--- src/rtl/div_pkg.sv ---
// Shared types and constants for the sequential restoring divider.
package div_pkg;

  typedef enum logic [1:0] {
    IDLE = 2'd0,
    CALC = 2'd1,
    FIX  = 2'd2,
    ZERO = 2'd3
  } state_e;

  localparam int          DIV_WIDTH = 32;
  localparam logic [31:0] DBZ_QUO   = 32'hFFFF_FFFF;

endpackage

--- src/rtl/div_step.sv ---
// One restoring-division step: shift {P,Q} left, trial-subtract D, keep or restore.
module div_step
  import div_pkg::*;
#(
  parameter int WIDTH = DIV_WIDTH
) (
  input  logic [WIDTH:0]   p_i,
  input  logic [WIDTH-1:0] q_i,
  input  logic [WIDTH-1:0] d_i,
  output logic [WIDTH:0]   p_next_o,
  output logic [WIDTH-1:0] q_next_o
);

  logic [WIDTH:0]   p_sh;
  logic [WIDTH+1:0] sum;
  logic             ge;

  // Trial subtract as A + ~B + 1; the carry out of bit WIDTH means P_shifted >= D.
  always_comb begin
    p_sh     = {p_i[WIDTH-1:0], q_i[WIDTH-1]};
    sum      = {1'b0, p_sh} + {1'b0, ~{1'b0, d_i}} + {{(WIDTH+1){1'b0}}, 1'b1};
    ge       = sum[WIDTH+1] | p_i[WIDTH];
    p_next_o = ge ? sum[WIDTH:0] : p_sh;
    q_next_o = {q_i[WIDTH-2:0], ge};
  end

endmodule

--- src/rtl/seq_div32.sv ---
// Iterative 32-bit DIV/DIVU unit: one quotient bit per clock, start/busy/done handshake.
module seq_div32
  import div_pkg::*;
#(
  parameter int WIDTH = DIV_WIDTH,
  parameter int CNT_W = 5
) (
  input  logic             clk,
  input  logic             rst,
  input  logic             start_i,
  input  logic             signed_i,
  input  logic [WIDTH-1:0] dividend_i,
  input  logic [WIDTH-1:0] divisor_i,
  output logic             busy_o,
  output logic             done_o,
  output logic [WIDTH-1:0] quo_o,
  output logic [WIDTH-1:0] rem_o,
  output logic             dbz_o
);

  state_e           state_q, state_d;
  logic [CNT_W-1:0] cnt_q, cnt_d;
  logic [WIDTH:0]   p_q, p_d, p_nx;
  logic [WIDTH-1:0] q_q, q_d, q_nx;
  logic [WIDTH-1:0] d_q, d_d;
  logic             neg_q_q, neg_q_d, neg_r_q, neg_r_d;
  logic [WIDTH-1:0] quo_q, quo_d, rem_q, rem_d;
  logic             dbz_q, dbz_d, done_q, done_d, busy_q, busy_d;

  function automatic logic [WIDTH-1:0] cond_neg(input logic [WIDTH-1:0] v, input logic neg);
    return neg ? -v : v;
  endfunction

  div_step #(.WIDTH(WIDTH)) u_step (
    .p_i      (p_q),
    .q_i      (q_q),
    .d_i      (d_q),
    .p_next_o (p_nx),
    .q_next_o (q_nx)
  );

  always_comb begin
    state_d = state_q;
    cnt_d   = cnt_q;
    p_d     = p_q;
    q_d     = q_q;
    d_d     = d_q;
    neg_q_d = neg_q_q;
    neg_r_d = neg_r_q;
    quo_d   = quo_q;
    rem_d   = rem_q;
    dbz_d   = dbz_q;
    done_d  = 1'b0;
    unique case (state_q)
      IDLE: begin
        if (start_i) begin
          d_d     = cond_neg(divisor_i, signed_i & divisor_i[WIDTH-1]);
          q_d     = cond_neg(dividend_i, signed_i & dividend_i[WIDTH-1]);
          neg_q_d = signed_i & (dividend_i[WIDTH-1] ^ divisor_i[WIDTH-1]);
          neg_r_d = signed_i & dividend_i[WIDTH-1];
          p_d     = '0;
          cnt_d   = '0;
          if (divisor_i == '0) begin
            state_d = ZERO;
            quo_d   = WIDTH'(DBZ_QUO);
            rem_d   = dividend_i;
            dbz_d   = 1'b1;
            done_d  = 1'b1;
          end else begin
            state_d = CALC;
          end
        end
      end
      CALC: begin
        p_d   = p_nx;
        q_d   = q_nx;
        cnt_d = cnt_q + CNT_W'(1);
        // Results are registered straight from the last step so done_o lands in cycle WIDTH+1.
        if (cnt_q == CNT_W'(WIDTH - 1)) begin
          state_d = FIX;
          quo_d   = cond_neg(q_nx, neg_q_q);
          rem_d   = cond_neg(p_nx[WIDTH-1:0], neg_r_q);
          dbz_d   = 1'b0;
          done_d  = 1'b1;
        end
      end
      FIX:     state_d = IDLE;
      ZERO:    state_d = IDLE;
      default: state_d = IDLE;
    endcase
    busy_d = (state_d == CALC);
  end

  always_ff @(posedge clk) begin
    if (rst) begin
      state_q <= IDLE;
      cnt_q   <= '0;
      quo_q   <= '0;
      rem_q   <= '0;
      dbz_q   <= 1'b0;
      done_q  <= 1'b0;
      busy_q  <= 1'b0;
    end else begin
      state_q <= state_d;
      cnt_q   <= cnt_d;
      quo_q   <= quo_d;
      rem_q   <= rem_d;
      dbz_q   <= dbz_d;
      done_q  <= done_d;
      busy_q  <= busy_d;
    end
  end

  // Datapath operands carry no reset; they are always loaded on acceptance.
  always_ff @(posedge clk) begin
    p_q     <= p_d;
    q_q     <= q_d;
    d_q     <= d_d;
    neg_q_q <= neg_q_d;
    neg_r_q <= neg_r_d;
  end

  assign busy_o = busy_q;
  assign done_o = done_q;
  assign quo_o  = quo_q;
  assign rem_o  = rem_q;
  assign dbz_o  = dbz_q;

endmodule

--- config.mk ---
export PLATFORM = sky130hd
export DESIGN_NAME = seq_div32
export DESIGN_NICKNAME = d
export VERILOG_FILES = /design/src/rtl/div_pkg.sv /design/src/rtl/div_step.sv /design/src/rtl/seq_div32.sv
export SDC_FILE = /design/constraint.sdc
export NUM_CORES = 1
export LEC_CHECK = 0
export CAP_MARGIN = 20
export CORE_MARGIN = 2
export CORE_UTILIZATION = 50
export DETAILED_ROUTE_END_ITERATION = 8
export PLACE_DENSITY = 0.68
export REMOVE_ABC_BUFFERS = 1
export SLEW_MARGIN = 20
export SYNTH_ARGS = -nofsm -noshare
export SYNTH_HDL_FRONTEND = slang
export SYNTH_SLANG_ARGS = --single-unit
export TNS_END_PERCENT = 5
--- constraint.sdc ---
create_clock -name clk -period 9.9 [get_ports clk]
set_input_delay 2.97 -clock clk [delete_from_list [all_inputs] [get_ports clk]]
set_output_delay 2.97 -clock clk [all_outputs]
set_load 0.01 [all_outputs]
==> out/qor.txt, run 1 <==
Hold Buf Count CTS: 0
Most frequent cell after synthesis: nand2_1
Min Tclk post-route: 6990 ps
Cells after DPL: 1787
Post-synthesis adder-cell area fraction: 4.15%
Mux cell area share after synthesis: 1.82%
Vias/cell: 5.90
Fin crit share: 70.6%
FF+latch count, synth: 173
Area contributors post-synth: edfxtp_1 (25%), dfxtp_1 (12%), o21ai_0 (5.3%)
R2r setup slk: 4530 ps
Startpoint Class: input port
Ys async rst share: 0%
First-pass GRT wire length: 51500 microns
F_max: 143 MHz
Hold Crit Class: register to register
Int Power: 1.56 mW
CP Class: input port to register
P_sw: 0.977 mW
Initial Util: 50.9%
Synthesized cell area: 11900 sq um
Share of layout cells above drive strength 1: 6.40%
Worst EP arrival: 7340 ps
Synth Flop Type: edfxtp_1
DRC viols: 0
Unique masters post-synth: 90
Xor/xnor cell area share of the yosys netlist: 8.95%
Power Dens Cells: 180 nW/um^2
CTS tree: done
RSZ-0062 raised after global routing: false
Area growth from synthesis to layout: 17.8%
Sequence of cells on the critical path: clkdlybuf4s50_1 -> nor3_1 -> nand2b_1 -> nor4_1 -> nand4b_1 -> or4_1 -> nor4_2 -> o32a_2 -> buf_4 -> and3_1 -> a21oi_1 -> o2111ai_1
Critical path's largest stage delay: 610 ps
Share of the synthesized area in the top cell type: 24.9%
Clock Latency Late Sink: 430 ps
Reg2reg path depth: 14
Routed wire length: 32400 microns
Fin worst setup slack: 2910 ps
# H-tree levels: 4
Die Wd: 159 microns
Core area: 23500 sq um
Clock Sinks: 173
# IOs: 135
Critical R2R Launch: p_q[18]
Total grt overflow: 0
Fin util: 59.9%
Status: completed
Die H: 159 microns
CTS Buf Count: 17
Synth Instances: 1398
Multi-input gate area: 7010 sq um
Sequential share of power: 36.6%
ANT cells: 0
Hold EP: rem_o[7]
Fin nets: 1595
Post-CTS Resized: 0
Maximum buffer depth of the clock tree: 2
Max-slew violations: 0
Fin Hold WS: 456 ps
Worst hold stages: 2
Simple-gate share of the synthesized area: 19.7%
Switching Fraction: 38.5%
Critical Path Sink Type: register
Seq. cell area: 4450 sq um
VDD IR max: 0.0000951 V
Postcts setup bufs: 0
Clock transition at path regs: 70 ps
Synth warn: 0
Post-synth top area cell: edfxtp_1
Fill count: 2170
Half-perimeter wire length after placement: 24300 microns
Die ar.: 25100 sq um
Post-synth EDFFs: 99
Syn Area/Cell: 8.54 sq um
GPL Wtd Cong: 0.912
Post-synth top cells: nand2_1 (138), nor2_1 (137), o21ai_0 (127)
Setup violations, final: 0
Finished Layout Cells: 1819
Critical-path maximum fanout: 40
Final ANT Viol Nets: 0
Post-synthesis sequential area ratio: 37.3%
Hold_sp: rem_o[7]
Vias in the first global route: 9896
P_leak: 5.08 nW
MaxCap Viol Count: 0
Skew final: 10.5 ps
Initial antenna violation count: 0
Final hold violations: 0
PortBufs: 134
Root buffer cell: clkbuf_16
Clock share of power: 25.4%
Setup slack after placement: 2450 ps
Total track usage: 26.0%
CP Data Required Time: 10260 ps
TNS Setup: 0 ps
Comb pwr share: 38.1%
Combinational family with the most area after synthesis: compound AO/OA/AOI/OAI gates
Routed WL per cell: 17.8 microns
Routed via count: 10700
Critical R2R Capture: rem_o[30]
Worst Tran Pin Value: 981 ps
Synth Area in Compound Gates: 23.8%
Largest net degree at the start of global routing: 99
Core Rows: 56
DR iter-0 viols: 844
Max-slew headroom: 34.4%
Slowest CP cell: nor4_2
DRT Pass-1 Iters: 5
how the worst max path moves through the flow:
stage                 start   endpoint  slack (ps)  depth (start not counted)
6_report       divisor_i[5]  rem_o[29]        2910                         12
5_1_grt        divisor_i[5]  rem_o[30]        2440                         11
4_1_cts        divisor_i[5]  rem_o[30]        2880                         11
3_5_place_dp   divisor_i[5]  rem_o[30]        2450                         11
3_3_place_gp   divisor_i[5]  rem_o[30]        2570                         11
2_1_floorplan       start_i  rem_o[27]        1680                          4
power by group through the flow:
stage               clock network [mW]  logic (mW)  registers [mW]
floorplan                            0       0.666           0.927
global placement                     0       0.937           0.939
detailed placement                   0       0.948           0.940
CTS                              0.648       0.954           0.926
global route                     0.680        1.07           0.937
finish                           0.644       0.966           0.928
flip-flops by register name, indices dropped and copies added, names as in the netlist:
| signal | cells |
|---|---|
| state_q | 2 |
| quo_o | 32 |
| neg_r_q | 1 |
| dbz_o | 1 |
| rem_o | 32 |
| p_q | 33 |
| d_q | 32 |
| done_o | 1 |
| q_q | 32 |
| neg_q_q | 1 |
| busy_o | 1 |
| cnt_q | 5 |
critical path, delay by kind of cell:
| family | cells | cell delay (ps) |
|---|---|---|
| buffers and inverters | 2 | 930 |
| AOI/OAI and AO/OA | 3 | 800 |
| and+or+nand+nor | 7 | 2590 |
cell type report:
class | count | area share, %
Multi-Input combinational cell | 1098 | 49.8
Sequential cell | 173 | 31.7
Timing Repair Buffer | 148 | 10.4
Clock buffer | 17 | 3.03
Tap cell | 319 | 2.84
Inverter | 50 | 1.33
Clock inverter | 14 | 0.899
metrics by stage:
stage / total power, mW / instance area [sq um]
floorplan: 1.59 / 11600
global placement: 1.88 / 13500
detailed placement: 1.89 / 13500
CTS: 2.53 / 14000
global route: 2.69 / 14100
finish: 2.54 / 14100
cell families after synthesis:
family                   after synthesis
XOR/XNOR                             122
AND/OR/NAND/NOR                      479
AO/OA/AOI/OAI                        437
adder cells (fa/ha/maj)               39
flip-flops                           173
buffers and inverters                127
multiplexers                          21
layer usage:
layer / GRT usage [%] / share of wire, %
met1: 35.9 / 46
met3: 4.06 / 6.5
met4: 6.91 / 1.7
met2: 42.8 / 46
met5: 0 / 0
cells in the final DEF, fill, tap and decap left out, types with 12 or more instances in the layout:
cell type	instances
clkdlybuf4s50_1	133
and2_1	24
o31ai_1	29
dfxtp_1	74
mux2i_1	15
nor4_1	17
nand2_1	138
or4_1	14
nor3_1	30
xor2_1	63
or3_1	22
xnor2_1	59
a211oi_1	24
o21a_1	13
edfxtp_1	99
ha_1	38
o21ai_0	127
inv_1	45
a31oi_1	19
nor2_1	137
a21oi_1	107
clkbuf_16	17
nand3_1	30
buf_4	13
o41ai_1	12
No activity file was read; power rests on OpenSTA's default activity.
==> run 2: changes to the inputs <==
==> constraint.sdc (replaced) <==
create_clock -name clk -period 6.6 [get_ports clk]
set_input_delay 1.98 -clock clk [delete_from_list [all_inputs] [get_ports clk]]
set_output_delay 1.98 -clock clk [all_outputs]
set_load 0.01 [all_outputs]
==> run 2 against run 1 <==
Compared with the run above: total power is 51% higher; sequential share of layout area is 0.062 points lower; combinational power is 49% higher; die area stayed put; setup slack worse by 1800 ps; global-route usage hardly changed; clock power is 57% higher; cell area is 0.20% higher; non-clock buffer count is 2 higher; critical path depth stayed put; register-to-register slack worse by 2700 ps; sequential power is 50% higher; critical endpoint is now rem_o[2]; largest power group unchanged.
==> out/qor.txt, run 2 (synthesis results as in run 1) <==
Post-CTS Resized: 0
# IOs: 135
PortBufs: 134
# H-tree levels: 4
Max-slew headroom: 23.1%
Share of layout cells above drive strength 1: 6.59%
Status: completed
Final ANT Viol Nets: 0
Routed via count: 10700
Hold Crit Class: register to register
Postcts setup bufs: 0
DRC viols: 0
Power Dens Cells: 273 nW/um^2
Clock transition at path regs: 80 ps
VDD IR max: 0.000155 V
DR iter-0 viols: 993
Fin crit share: 82.7%
Startpoint Class: input port
Final hold violations: 0
Min Tclk post-route: 5460 ps
Initial Util: 50.9%
Core Rows: 56
Core area: 23500 sq um
Reg2reg path depth: 16
CP Data Required Time: 6940 ps
ANT cells: 0
Max-slew violations: 0
Fin nets: 1597
Critical Path Sink Type: register
Critical-path maximum fanout: 30
Largest Register: p_q
MaxCap Viol Count: 0
CP Class: input port to register
Skew final: 11.0 ps
Finished Layout Cells: 1822
Routed wire length: 32700 microns
DRT Pass-1 Iters: 5
Initial antenna violation count: 0
Fin Hold WS: 476 ps
Die Wd: 159 microns
P_leak: 5.11 nW
Cells after DPL: 1790
Die ar.: 25100 sq um
Clock Latency Late Sink: 440 ps
Vias in the first global route: 10000
Most frequent cells in the layout: nand2_1 (138), nor2_1 (137), clkdlybuf4s50_1 (133)
GPL Wtd Cong: 0.892
CTS Buf Count: 17
Setup violations, final: 0
Routed WL per cell: 17.9 microns
Total grt overflow: 0
Worst hold stages: 2
Total track usage: 26.1%
First-pass GRT wire length: 51600 microns
Die H: 159 microns
Largest register FFs: 33
Maximum buffer depth of the clock tree: 2
Vias/cell: 5.90
Commonest non-fill, non-tap cell in the layout: nand2_1
Worst EP arrival: 5800 ps
Worst Tran Pin Value: 1150 ps
CTS tree: done
Area growth from synthesis to layout: 18.0%
F_max: 183 MHz
Clock Sinks: 173
RSZ-0062 raised after global routing: false
Largest net degree at the start of global routing: 64
Root buffer cell: clkbuf_16
Hold Buf Count CTS: 0
Half-perimeter wire length after placement: 24500 microns
run 2: worst max-delay path, cell delays in order:
cell and delay [ps]:
clkdlybuf4s50_1 470, nor3_1 280, nand2b_1 140, nor4_1 480
nand4b_1 280, or4_1 550, nor4_2 180, buf_4 220
o32a_2 550, buf_4 330, nor2_1 60, a311oi_1 260
run 2: worst paths after layout:
kind,startpoint,end,slack [ps]
setup / recovery,divisor_i[5],rem_o[2],1140
hold / removal,rem_o[7],rem_o[7],480
setup reg to reg,p_q[7],rem_o[28],1790
hold reg to reg,rem_o[7],rem_o[7],480
run 2: layer usage:
layer / vias up / wire, microns / track usage, %
met5: - / 0 / 0
met4: 0 / 538 / 6.78
met3: 40 / 1870 / 3.51
met2: 328 / 15100 / 44.3
met1: 5022 / 15100 / 35.1
li1: 5359 / - / -
run 2: per-stage QoR:
step	total power, mW	utilization (%)	cell area [sq um]	worst slack [ps]	setup TNS, ps
final	3.84	60.0	14100	1140	0
after global routing	4.07	60.0	14100	742	0
after CTS	3.83	60.0	14100	1100	0
after detailed placement	2.83	57.5	13500	659	0
after global placement	2.81	57.5	13500	803	0
after floorplan	2.39	-	11600	-634	-10030
run 2: area by class of cell:
class	instances	area, sq um
clock buffers	18	439
inverters	50	188
clock inverters	14	145
flip-flops and latches	173	4450
multi-input cells	1098	7010
well taps	319	399
repair buffers	150	1460
fillers	2198	9390
run 2: power breakdown:
part	internal [mW]	total (mW)	switching [mW]
Clock	0.515	1.01	0.490
Combinational	0.559	1.44	0.885
Sequential	1.28	1.39	0.106
==> run 3: changes to the inputs <==
==> constraint.sdc (replaced) <==
create_clock -name clk -period 5.19 [get_ports clk]
set_input_delay 1.557 -clock clk [delete_from_list [all_inputs] [get_ports clk]]
set_output_delay 1.557 -clock clk [all_outputs]
set_load 0.01 [all_outputs]
==> run 3 against run 2 <==
Compared with the run above: hold slack better by 4.3 ps; setup slack got worse by 530 ps; non-clock buffer count grew 20; die area unchanged; via count increased by 0.81%; cell area rose by 1.1%; register-to-register slack got worse by 1200 ps; critical path type is now register to register; critical endpoint is now rem_o[6].
==> out/qor.txt, run 3 (synthesis results as in run 1) <==
Clock share of power: 26.0%
PortBufs: 134
Post-DP Area: 13700 sq um
Fin util: 60.7%
Fill count: 2102
Critical path's largest stage delay: 830 ps
Initial antenna violation count: 0
Core Rows: 56
Critical R2R Launch: p_q[12]
# H-tree levels: 4
MaxCap Viol Count: 0
Post-CTS Resized: 0
DRT Pass-1 Iters: 5
Hold Crit Class: register to register
Sequential share of power: 36.1%
CTS Buf Count: 17
Buf/Inv on CP: 0
Fin nets: 1617
Routed via count: 10800
Share of layout cells above drive strength 1: 7.75%
Worst EP arrival: 4940 ps
Power Dens Cells: 345 nW/um^2
Status: completed
GPL Wtd Cong: 0.865
P_sw: 1.90 mW
Worst Tran Pin Value: 1120 ps
CTS tree: done
ANT cells: 0
CP Class: register to register
Seq. cell area: 4450 sq um
Maximum buffer depth of the clock tree: 2
Skew final: 11.6 ps
Clock Sinks: 173
Startpoint Class: register
Core area: 23500 sq um
CP Data Required Time: 5550 ps
Final hold violations: 0
Die Wd: 159 microns
Min Tclk post-route: 4580 ps
Cells after DPL: 1810
Clock Latency Late Sink: 440 ps
Finished Layout Cells: 1842
First-pass GRT wire length: 51800 microns
Die H: 159 microns
Routed WL per cell: 17.7 microns
Initial Util: 50.9%
Total track usage: 26.3%
Root buffer cell: clkbuf_16
TNS Setup: 0 ps
Final ANT Viol Nets: 0
Fin crit share: 88.3%
F_max: 218 MHz
VDD IR max: 0.000173 V
Routed wire length: 32600 microns
Crit. Startpoint: p_q[12]
Largest Register: p_q
DR iter-0 viols: 1070
Critical-path maximum fanout: 11
Max-slew headroom: 24.9%
Slowest CP cell: a31oi_1
Post-route cell area: 14200 sq um
Critical Path Sink Type: register
Int Power: 3.02 mW
Max-slew violations: 0
Half-perimeter wire length after placement: 24600 microns
Vias in the first global route: 10000
Multi-input gate area: 7010 sq um
Fin Hold WS: 480 ps
Largest register FFs: 33
Commonest non-fill, non-tap cell in the layout: nand2_1
Most frequent cells in the layout: nand2_1 (138), nor2_1 (137), clkdlybuf4s50_1 (133)
Area growth from synthesis to layout: 19.3%
Hold_sp: rem_o[9]
Die ar.: 25100 sq um
P_leak: 5.20 nW
Comb pwr share: 37.9%
RSZ-0062 raised after global routing: false
DRC viols: 0
Clock transition at path regs: 70 ps
Hold Buf Count CTS: 0
Switching Fraction: 38.6%
Vias/cell: 5.88
Sequence of cells on the critical path: ha_1 -> nand4_4 -> nor3_4 -> o211ai_2 -> a311o_2 -> nand2_2 -> o21ai_0 -> ha_1 -> nand2_1 -> a211oi_1 -> a31oi_1 -> o21ai_0 -> xnor2_1 -> nand2_1 -> a311oi_1
Setup violations, final: 0
Largest net degree at the start of global routing: 87
Postcts setup bufs: 0
Delay-heaviest family, CP: compound AO/OA/AOI/OAI gates
Total grt overflow: 0
# IOs: 135
==> run 3: cell count changes in the layout (fill, tap and decap cells not counted) <==
cell / previous run / this run
clkbuf_8: 1 / 0
clkinv_4: 4 / 3
clkbuf_1: 0 / 1
buf_12: 0 / 1
inv_8: 4 / 5
buf_4: 16 / 35
==> run 3: cell type report <==
cell class | count | area share, %
multi-input combinational | 1098 | 49.2
sequential | 173 | 31.3
timing repair buffer | 170 | 11.4
clock buffer | 18 | 3.01
tap | 319 | 2.80
inverter | 50 | 1.32
clock inverter | 14 | 1.04
==> run 3: worst paths after layout <==
| kind | slack (ps) | depth (start not counted) | to |
|---|---|---|---|
| hold / removal | 480 | 2 | rem_o[9] |
| setup reg to reg | 610 | 15 | rem_o[6] |
| hold reg to reg | 480 | 2 | rem_o[9] |
| setup / recovery | 610 | 15 | rem_o[6] |
==> run 3: worst register-to-register path, delay by kind of cell (launching register included) <==
family	cells	cell delay, ps
fa+ha+maj	2	810
flops	1	470
compound gates	7	2250
simple gates	5	740
xor+xnor	1	230
==> run 3: power groups by stage <==
stage | clock network [mW] | logic [mW] | registers, mW
6_report | 1.28 | 1.87 | 1.78
2_1_floorplan | 0 | 1.27 | 1.77
4_1_cts | 1.28 | 1.84 | 1.77
5_1_grt | 1.34 | 2.06 | 1.79
3_5_place_dp | 0 | 1.83 | 1.80
3_3_place_gp | 0 | 1.81 | 1.80
==> run 3: per-layer routing <==
layer	wire length [microns]	GRT usage, %
met1	15000	35.6
met2	15300	44.6
met3	1840	3.08
met4	492	7.12
met5	0	0
==> run 3: metrics by stage <==
step / power, mW / setup slack, ps
floorplan: 3.04 / -1620
global placement: 3.60 / 178
detailed placement: 3.63 / 216
CTS: 4.90 / 652
global route: 5.20 / 260
finish: 4.92 / 607
